$ cat src/rtl/riscv_imem_bridge.sv
// Instruction-memory bridge between the prefetch buffer and a single-port
// synchronous instruction SRAM. Terminates the req/gnt/rvalid fetch handshake,
// keeps at most one fetch outstanding, adds WAIT_CYCLES of response latency
// and answers out-of-window fetches locally with an all-zero (illegal) word.
module riscv_imem_bridge #(
    parameter int ADDR_WIDTH  = 14,
    parameter int WAIT_CYCLES = 0
) (
    input  logic                  clk,
    input  logic                  rst_n,
    input  logic                  instr_req_i,
    input  logic [31:0]           instr_addr_i,
    output logic                  instr_gnt_o,
    output logic                  instr_rvalid_o,
    output logic [31:0]           instr_rdata_o,
    output logic                  mem_req_o,
    output logic [ADDR_WIDTH-1:0] mem_addr_o,
    input  logic                  mem_ready_i,
    input  logic [31:0]           mem_rdata_i,
    output logic                  err_o,
    input  logic                  err_clr_i
);

    typedef enum logic {
        IDLE = 1'b0,
        BUSY = 1'b1
    } state_t;

    localparam logic [2:0] WAIT_LOAD = 3'(WAIT_CYCLES);

    state_t      state_reg;
    logic [2:0]  cnt_reg;
    logic        oow_reg;
    logic        err_reg;

    logic        oow;
    logic        resp_now;
    logic        slot_free;
    logic        gnt;
    logic [31:0] rdata_src;
    logic        unused_addr_bits;

    // Byte-offset bits never select anything: the SRAM is word addressed.
    assign unused_addr_bits = ^instr_addr_i[1:0];

    // Anything above the SRAM window is out-of-window.
    assign oow = |instr_addr_i[31:ADDR_WIDTH+2];

    // The response cycle is BUSY with the wait counter exhausted; the slot is
    // free again in that same cycle so a follow-on fetch loses no bubble.
    assign resp_now  = (state_reg == BUSY) && (cnt_reg == 3'd0);
    assign slot_free = (state_reg == IDLE) || resp_now;

    // Out-of-window fetches never touch the SRAM, so they ignore mem_ready_i.
    // Gating with rst_n keeps the grant low while reset is held.
    assign gnt = rst_n && instr_req_i && (oow || mem_ready_i) && slot_free;

    assign instr_gnt_o    = gnt;
    assign mem_req_o      = gnt && !oow;
    assign mem_addr_o     = instr_addr_i[ADDR_WIDTH+1:2];
    assign instr_rvalid_o = resp_now;
    assign instr_rdata_o  = !resp_now ? 32'h0000_0000 :
                            oow_reg   ? 32'h0000_0000 : rdata_src;
    assign err_o          = err_reg;

    // Transaction FSM: load the wait counter on grant, count down, and return
    // to IDLE after the response unless a new fetch is granted alongside it.
    always_ff @(posedge clk or negedge rst_n) begin
        if (!rst_n) begin
            state_reg <= IDLE;
            cnt_reg   <= 3'd0;
            oow_reg   <= 1'b0;
            err_reg   <= 1'b0;
        end else begin
            if (gnt) begin
                state_reg <= BUSY;
                cnt_reg   <= WAIT_LOAD;
                oow_reg   <= oow;
            end else if (resp_now) begin
                state_reg <= IDLE;
            end else if ((state_reg == BUSY) && (cnt_reg != 3'd0)) begin
                cnt_reg <= cnt_reg - 3'd1;
            end

            // Sticky error: a new out-of-window grant wins over a clear.
            if (gnt && oow) begin
                err_reg <= 1'b1;
            end else if (err_clr_i) begin
                err_reg <= 1'b0;
            end
        end
    end

    generate
        if (WAIT_CYCLES == 0) begin : g_passthru
            // SRAM data arrives exactly in the response cycle: pass it through.
            assign rdata_src = mem_rdata_i;
        end else begin : g_hold
            logic [31:0] hold_reg;
            logic        cap_reg;

            // SRAM data is only valid one cycle after the read; park it until
            // the delayed response cycle.
            always_ff @(posedge clk or negedge rst_n) begin
                if (!rst_n) begin
                    hold_reg <= 32'h0000_0000;
                    cap_reg  <= 1'b0;
                end else begin
                    cap_reg <= gnt && !oow;
                    if (cap_reg) begin
                        hold_reg <= mem_rdata_i;
                    end
                end
            end

            assign rdata_src = hold_reg;
        end
    endgenerate

endmodule

$ cat config.mk
export PLATFORM = sky130hd
export DESIGN_NAME = riscv_imem_bridge
export DESIGN_NICKNAME = d
export VERILOG_FILES = /design/src/rtl/riscv_imem_bridge.sv
export SDC_FILE = /design/constraint.sdc
export NUM_CORES = 1
export LEC_CHECK = 0
export CORE_MARGIN = 5
export CORE_UTILIZATION = 22
export DETAILED_ROUTE_END_ITERATION = 6
export GPL_ROUTABILITY_DRIVEN = 0
export PLACE_DENSITY = 0.81
export RECOVER_POWER = 100
export SLEW_MARGIN = 20
export SYNTH_ARGS = -nofsm -noshare
export SYNTH_HDL_FRONTEND = slang
export SYNTH_SLANG_ARGS = --single-unit
$ cat constraint.sdc
create_clock -name clk -period 1.71 [get_ports clk]
set_input_delay 0.342 -clock clk [delete_from_list [all_inputs] [get_ports clk]]
set_output_delay 0.342 -clock clk [all_outputs]
set_load 0.01 [all_outputs]
==> results.toml, run 1 <==
[status]
status = "finished, violations left"
violations = "negative setup slack"

[timing]
finalHoldViolCount = 0
setup_ws_ns = -0.193
finalSetupViolCount = 35
max_freq_mhz = 525
fin_crit_sh = 1.11
worstMarginPinSlew_ns = 0.348
min_period_ns = 1.90
rsz0062_at_grt = "true"
clock_skew_ns = 0.00152
max-slew-margin-rel = 0.768
drv_slew = 0
setup_tns_ns = -5.84

[logic_synthesis]
syn-num-nets = 159
synthTopCellsByCount = "and2_1 (32), buf_4 (14), dfrtp_1 (6)"
synthTopCellsByArea = "and2_1 (27%), dfrtp_1 (21%), buf_4 (14%)"
ys_ff_latch = 6
syn_inst = 88
async_flop_share = 1.00
syn_area_um2 = 731
synth-edff-count = 0
synth_top_area_cell = "and2_1"
synth_flop_cell = "dfrtp_1"
synth_top_area_frac = 0.274
avgSynthCellArea_um2 = 8.30
synth_cell_types = 24
yosysMostFrequentCell = "and2_1"
ys_seq_area_frac = 0.205
ys_warn_count = 0

[worst_setup_path]
worstSetupPathType = "flop to primary output"
setup.worst_path.end_class = "primary output"
ff2ff_setup_slack_ns = 0.16
crit_path_start_kind = "flop"
r2r_cells = 10
critPathLaunch = "cnt_reg[0]"
required_ns = 1.37
cp.arrival_ns = 1.56
rr_startpoint = "cnt_reg[0]"
crit_fanout = 9

[pwr]
pwr-share-clk = 0.081
p_leak_nw = 0.889
ir_worst_vdd_v = 0.000756
intPower_mw = 1.04
combPwrFrac = 0.758
total_power_mw = 1.63
p_sw_frac = 0.359
switchingPower_mw = 0.584
p_per_area_nw_per_um2 = 892
p_seq_frac = 0.161

[route]
num_vias = 973
wl_per_cell_um = 12.3
drc = 0
drt-initial-drc-count = 10
dr.pass1.iters = 2
wirelength_um = 2930
ant_nets = 0
via_per_inst = 4.11

[clocking]
clockBufferDepth = 2
cts_tree = "built"
hold_buffers = 0
cts_num_sinks = 6
worstSkewPairLatency_ns = 0.25
htreeDepth = 1
clk_pin_slew_ns = 0.04
root_buffer = "clkbuf_4"
cts-buffers-inserted = 3

[hold_path]
hold_start = "err_o"
hold_class = "flop to flop"
min_path_cells = 2

[layout]
fin_cells = 237
n_antenna_cell = 0
final_area_um2 = 1820
fin_nets = 264
largest_reg_flops = 3
fillers = 300
drive_above_1_share = 0.529
area_delta_synth_final_pct = 150

[global_routing]
grt_max_degree = 10
grt_use_total = 0.129
grt_pass1_vias = 1026
grt_pass1_wl_um = 4470
grt_overflow_total = 0
antenna_found_initial = 0

[place]
io_buffers = 88
dp_hpwl_um = 2250
pre_cts_slack_ns = -0.537
place_inst = 222
dpl_cell_area_um2 = 1680

[floorplan]
placementRows = 21
dieArea_um2 = 4570
core_um2 = 3280
initial_core_util = 0.222
num_io_pins = 119
die_w_um = 67.6
die_h_um = 67.6

[run]
drv_cap = 0
[layout by cell type (no fill, tap or decap)]
cell,synthesis,layout
dfrtp_1,6,6
a21oi_1,2,1
a22o_1,1,1
ha_1,2,1
dlygate4sd3_1,0,1
dlygate4sd2_1,0,13
inv_1,3,1
clkbuf_1,0,1
a21oi_2,1,1
o21ai_1,1,1
inv_2,1,3
nor3_4,0,1
nand2b_4,1,1
o21a_1,2,2
nand2_1,5,4
buf_2,3,16
buf_4,14,21
clkdlybuf4s50_1,0,39
a21oi_4,0,1
and2_1,32,14
nor4_4,1,1
ha_4,0,1
clkbuf_4,0,3
nor2_1,3,2
a21o_1,1,1
and2_4,0,18
a2bb2oi_2,1,1
o22ai_2,1,1
and3_1,1,1
o22ai_1,1,1
nor4_2,3,3
buf_6,0,26
nor2_4,0,1
nand2_2,0,1
nand4_2,1,1
[critical path, stage by stage, from the launching register on]
cell and delay, ns:
dfrtp_1 0.38, inv_2 0.08, ha_4 0.14, nand2b_4 0.06, nor3_4 0.14, buf_6 0.15, buf_6 0.11, and2_1 0.12
buf_2 0.12
[per-layer routing]
| layer | vias to the layer above | track usage | wire length (um) | part of all wire |
|---|---|---|---|---|
| met5 | - | 0 | 0 | 0 |
| li1 | 480 | - | - | - |
| met4 | 0 | 0.0582 | 51 | 0.017 |
| met1 | 427 | 0.130 | 997 | 0.34 |
| met2 | 60 | 0.242 | 1480 | 0.51 |
| met3 | 6 | 0.0383 | 392 | 0.13 |
[cells by family (layout without fill, tap and decap cells)]
logic type	Yosys count	after routing	share of synthesized area
buf+inv	21	124	0.185
compound gates	11	11	0.122
fa+ha+maj	2	2	0.0342
flops	6	6	0.205
simple gates	48	48	0.454
[metrics by stage]
stage           util  hold WS, ns
2_1_floorplan      -       0.0464
3_3_place_gp   0.510        0.501
3_5_place_dp   0.510        0.517
4_1_cts        0.527        0.387
5_1_grt        0.555        0.554
6_report       0.555        0.521
[path summary, 6_finish.rpt]
path	endpoint
max	instr_rdata_o[28]
min	err_o
max reg2reg	cnt_reg[2]
min reg2reg	err_o
max in group asynchronous	cnt_reg[1]
min in group asynchronous	cnt_reg[2]
[power groups by stage]
stage / sequential, mW / clock (mW) / combinational [mW]
finish: 0.261 / 0.132 / 1.23
detailed placement: 0.255 / 0 / 1.00
global route: 0.275 / 0.151 / 1.34
floorplan: 0.259 / 0 / 0.454
CTS: 0.262 / 0.139 / 1.14
global placement: 0.250 / 0 / 0.987
[final cells by class]
class | instances | area (um^2) | share of cell area
well taps | 46 | 57.6 | 0.0316
repair buffers | 117 | 1050 | 0.575
inverters | 4 | 15.0 | 0.00823
multi-input cells | 61 | 531 | 0.291
clock buffers | 3 | 22.5 | 0.0123
flip-flops and latches | 6 | 150 | 0.0823
[timing repair]
item / CTS / global route
endpoints found under the setup margin: 35 / 35
resized for setup: 192 / 20
setup buffers: 7 / 3
cloned: 3 / 0
pin swaps: 29 / 4
Note: power is estimated with default switching activity, not from simulation.
==> run 2: changes to the inputs <==
--- a/config.mk
+++ b/config.mk
@@ -8,7 +8,7 @@
 export CORE_MARGIN = 5
 export CORE_UTILIZATION = 22
 export DETAILED_ROUTE_END_ITERATION = 6
-export GPL_ROUTABILITY_DRIVEN = 0
+export GPL_ROUTABILITY_DRIVEN = 1
 export PLACE_DENSITY = 0.81
 export RECOVER_POWER = 100
 export SLEW_MARGIN = 20
==> constraint.sdc (replaced) <==
create_clock -name clk -period 1.71 [get_ports clk]
set_input_delay 0.342 -clock clk [delete_from_list [all_inputs] [get_ports clk]]
set_output_delay 0.342 -clock clk [all_outputs]
set_load 0.02 [all_outputs]
==> run 2 against run 1 <==
  * The flow still finishes with violations (negative setup slack)
  * Global-route usage is 0.16 points higher
  * Fmax is 0.77% lower
  * Routed wire length is 4.8% higher
  * Non-clock buffer count is 1 higher
  * Combinational power is 15% higher
  * Highest routed layer unchanged
==> results.toml, run 2 (synthesis results as in run 1) <==
[layout]
regArea_um2 = 150
fillers = 305
final_area_um2 = 1970
drive_above_1_share = 0.609
largest_reg_flops = 3
final_util = 0.601
fin_cells = 238
n_antenna_cell = 0
fin_nets = 265
layout_common_cells = "buf_6 (43), clkdlybuf4s50_1 (39), and2_4 (32)"
multiInputGateArea_um2 = 568
final_common_cell = "buf_6"
area_delta_synth_final_pct = 170

[floorplan]
die_w_um = 67.6
initial_core_util = 0.222
die_h_um = 67.6
num_io_pins = 119
core_um2 = 3280
placementRows = 21
dieArea_um2 = 4570

[pwr]
total_power_mw = 1.82
p_per_area_nw_per_um2 = 920
ir_worst_vdd_v = 0.000603
p_leak_nw = 0.922

[hold_path]
hold_class = "flop to flop"

[worst_setup_path]
crit_path_max_incr_delay_ns = 0.38
worstSetupPathType = "flop to primary output"
required_ns = 1.37
crit_slowest_cell = "dfrtp_1"
crit_fanout = 5
cp.arrival_ns = 1.58
setup.worst_path.end_class = "primary output"
critical_path_buf_inv_count = 4
cp_common_cell = "buf_6"
path_cells = "inv_2 > ha_4 > nand2b_4 > nor3_4 > buf_6 > buf_6 > and2_4 > buf_6"
crit_path_start_kind = "flop"
critPathTopFamily = "buffers and inverters"

[clocking]
clk_pin_slew_ns = 0.05
hold_buffers = 0
worstSkewPairLatency_ns = 0.24
htreeDepth = 1
cts_num_sinks = 6
clockBufferDepth = 2
root_buffer = "clkbuf_4"
cts-buffers-inserted = 3
cts_tree = "built"

[timing]
fin_crit_sh = 1.12
worstMarginPinSlew_ns = 0.359
setup_tns_ns = -6.49
rsz0062_at_grt = "true"
max-slew-margin-rel = 0.761
setup_ws_ns = -0.208
max_freq_mhz = 521
finalSetupViolCount = 35
min_period_ns = 1.92
drv_slew = 0
finalHoldViolCount = 0
holdWs_ns = 0.515
clock_skew_ns = 0.00433

[global_routing]
grt_pass1_wl_um = 4630
grt_pass1_vias = 1043
grt_use_total = 0.131
grt_overflow_total = 0
grt_max_degree = 7
antenna_found_initial = 0

[route]
ant_nets = 0
dr.pass1.iters = 3
wl_per_cell_um = 12.9
wirelength_um = 3070
via_per_inst = 4.08
num_vias = 971
drc = 0
drt-initial-drc-count = 11

[place]
routabilityCongestion = 0.797
dp_hpwl_um = 2200
place_inst = 222
pre_cts_slack_ns = -0.629
io_buffers = 88
dpl_cell_area_um2 = 1680

[status]
violations = "negative setup slack"
status = "finished, violations left"

[run]
drv_cap = 0
-- run 2: changes by cell type in the layout (fill, tap and decap cells not counted), sizes merged --
cell  before  now
buf       63   64
-- run 2: layer usage --
metal  global-route usage  share of wire
met2                0.269           0.56
met1                0.121           0.32
met3               0.0466           0.12
met4               0.0253         0.0026
met5                    0              0
-- run 2: path summary, 6_finish.rpt --
kind	from	end	slack [ns]	cells after the start
min in group asynchronous	rst_n	err_o	0.54	2
setup / recovery	cnt_reg[0]	instr_rdata_o[29]	-0.21	8
hold reg to reg	err_o	err_o	0.52	2
setup reg to reg	cnt_reg[0]	oow_reg	0.01	10
max in group asynchronous	rst_n	cnt_reg[1]	0.90	2
hold / removal	err_o	err_o	0.52	2
-- run 2: area by class of cell --
cell class,count,area share
inverters,4,0.00761
repair buffers,118,0.588
flip-flops and latches,6,0.0761
multi-input cells,61,0.288
well taps,46,0.0292
clock buffers,3,0.0114
-- run 2: repair_timing --
action	in CTS	in global routing
gates cloned	4	0
buffers inserted	5	4
gates resized for setup	270	6
pin swaps	36	10
setup endpoints to repair	35	35
-- run 2: power by group --
part	switching (mW)	leakage, nW	internal [mW]
combinational	0.574	0.837	0.843
sequential	0.0588	0.0714	0.210
clock	0.0502	0.0138	0.0793
-- run 2: worst register-to-register path, stage by stage, from the launching register on --
cell	delay, ns
dfrtp_1	0.38
inv_2	0.08
ha_4	0.15
nand2b_4	0.07
buf_4	0.15
a21oi_4	0.17
nand2_2	0.08
buf_4	0.13
buf_4	0.12
buf_4	0.12
a22o_1	0.16
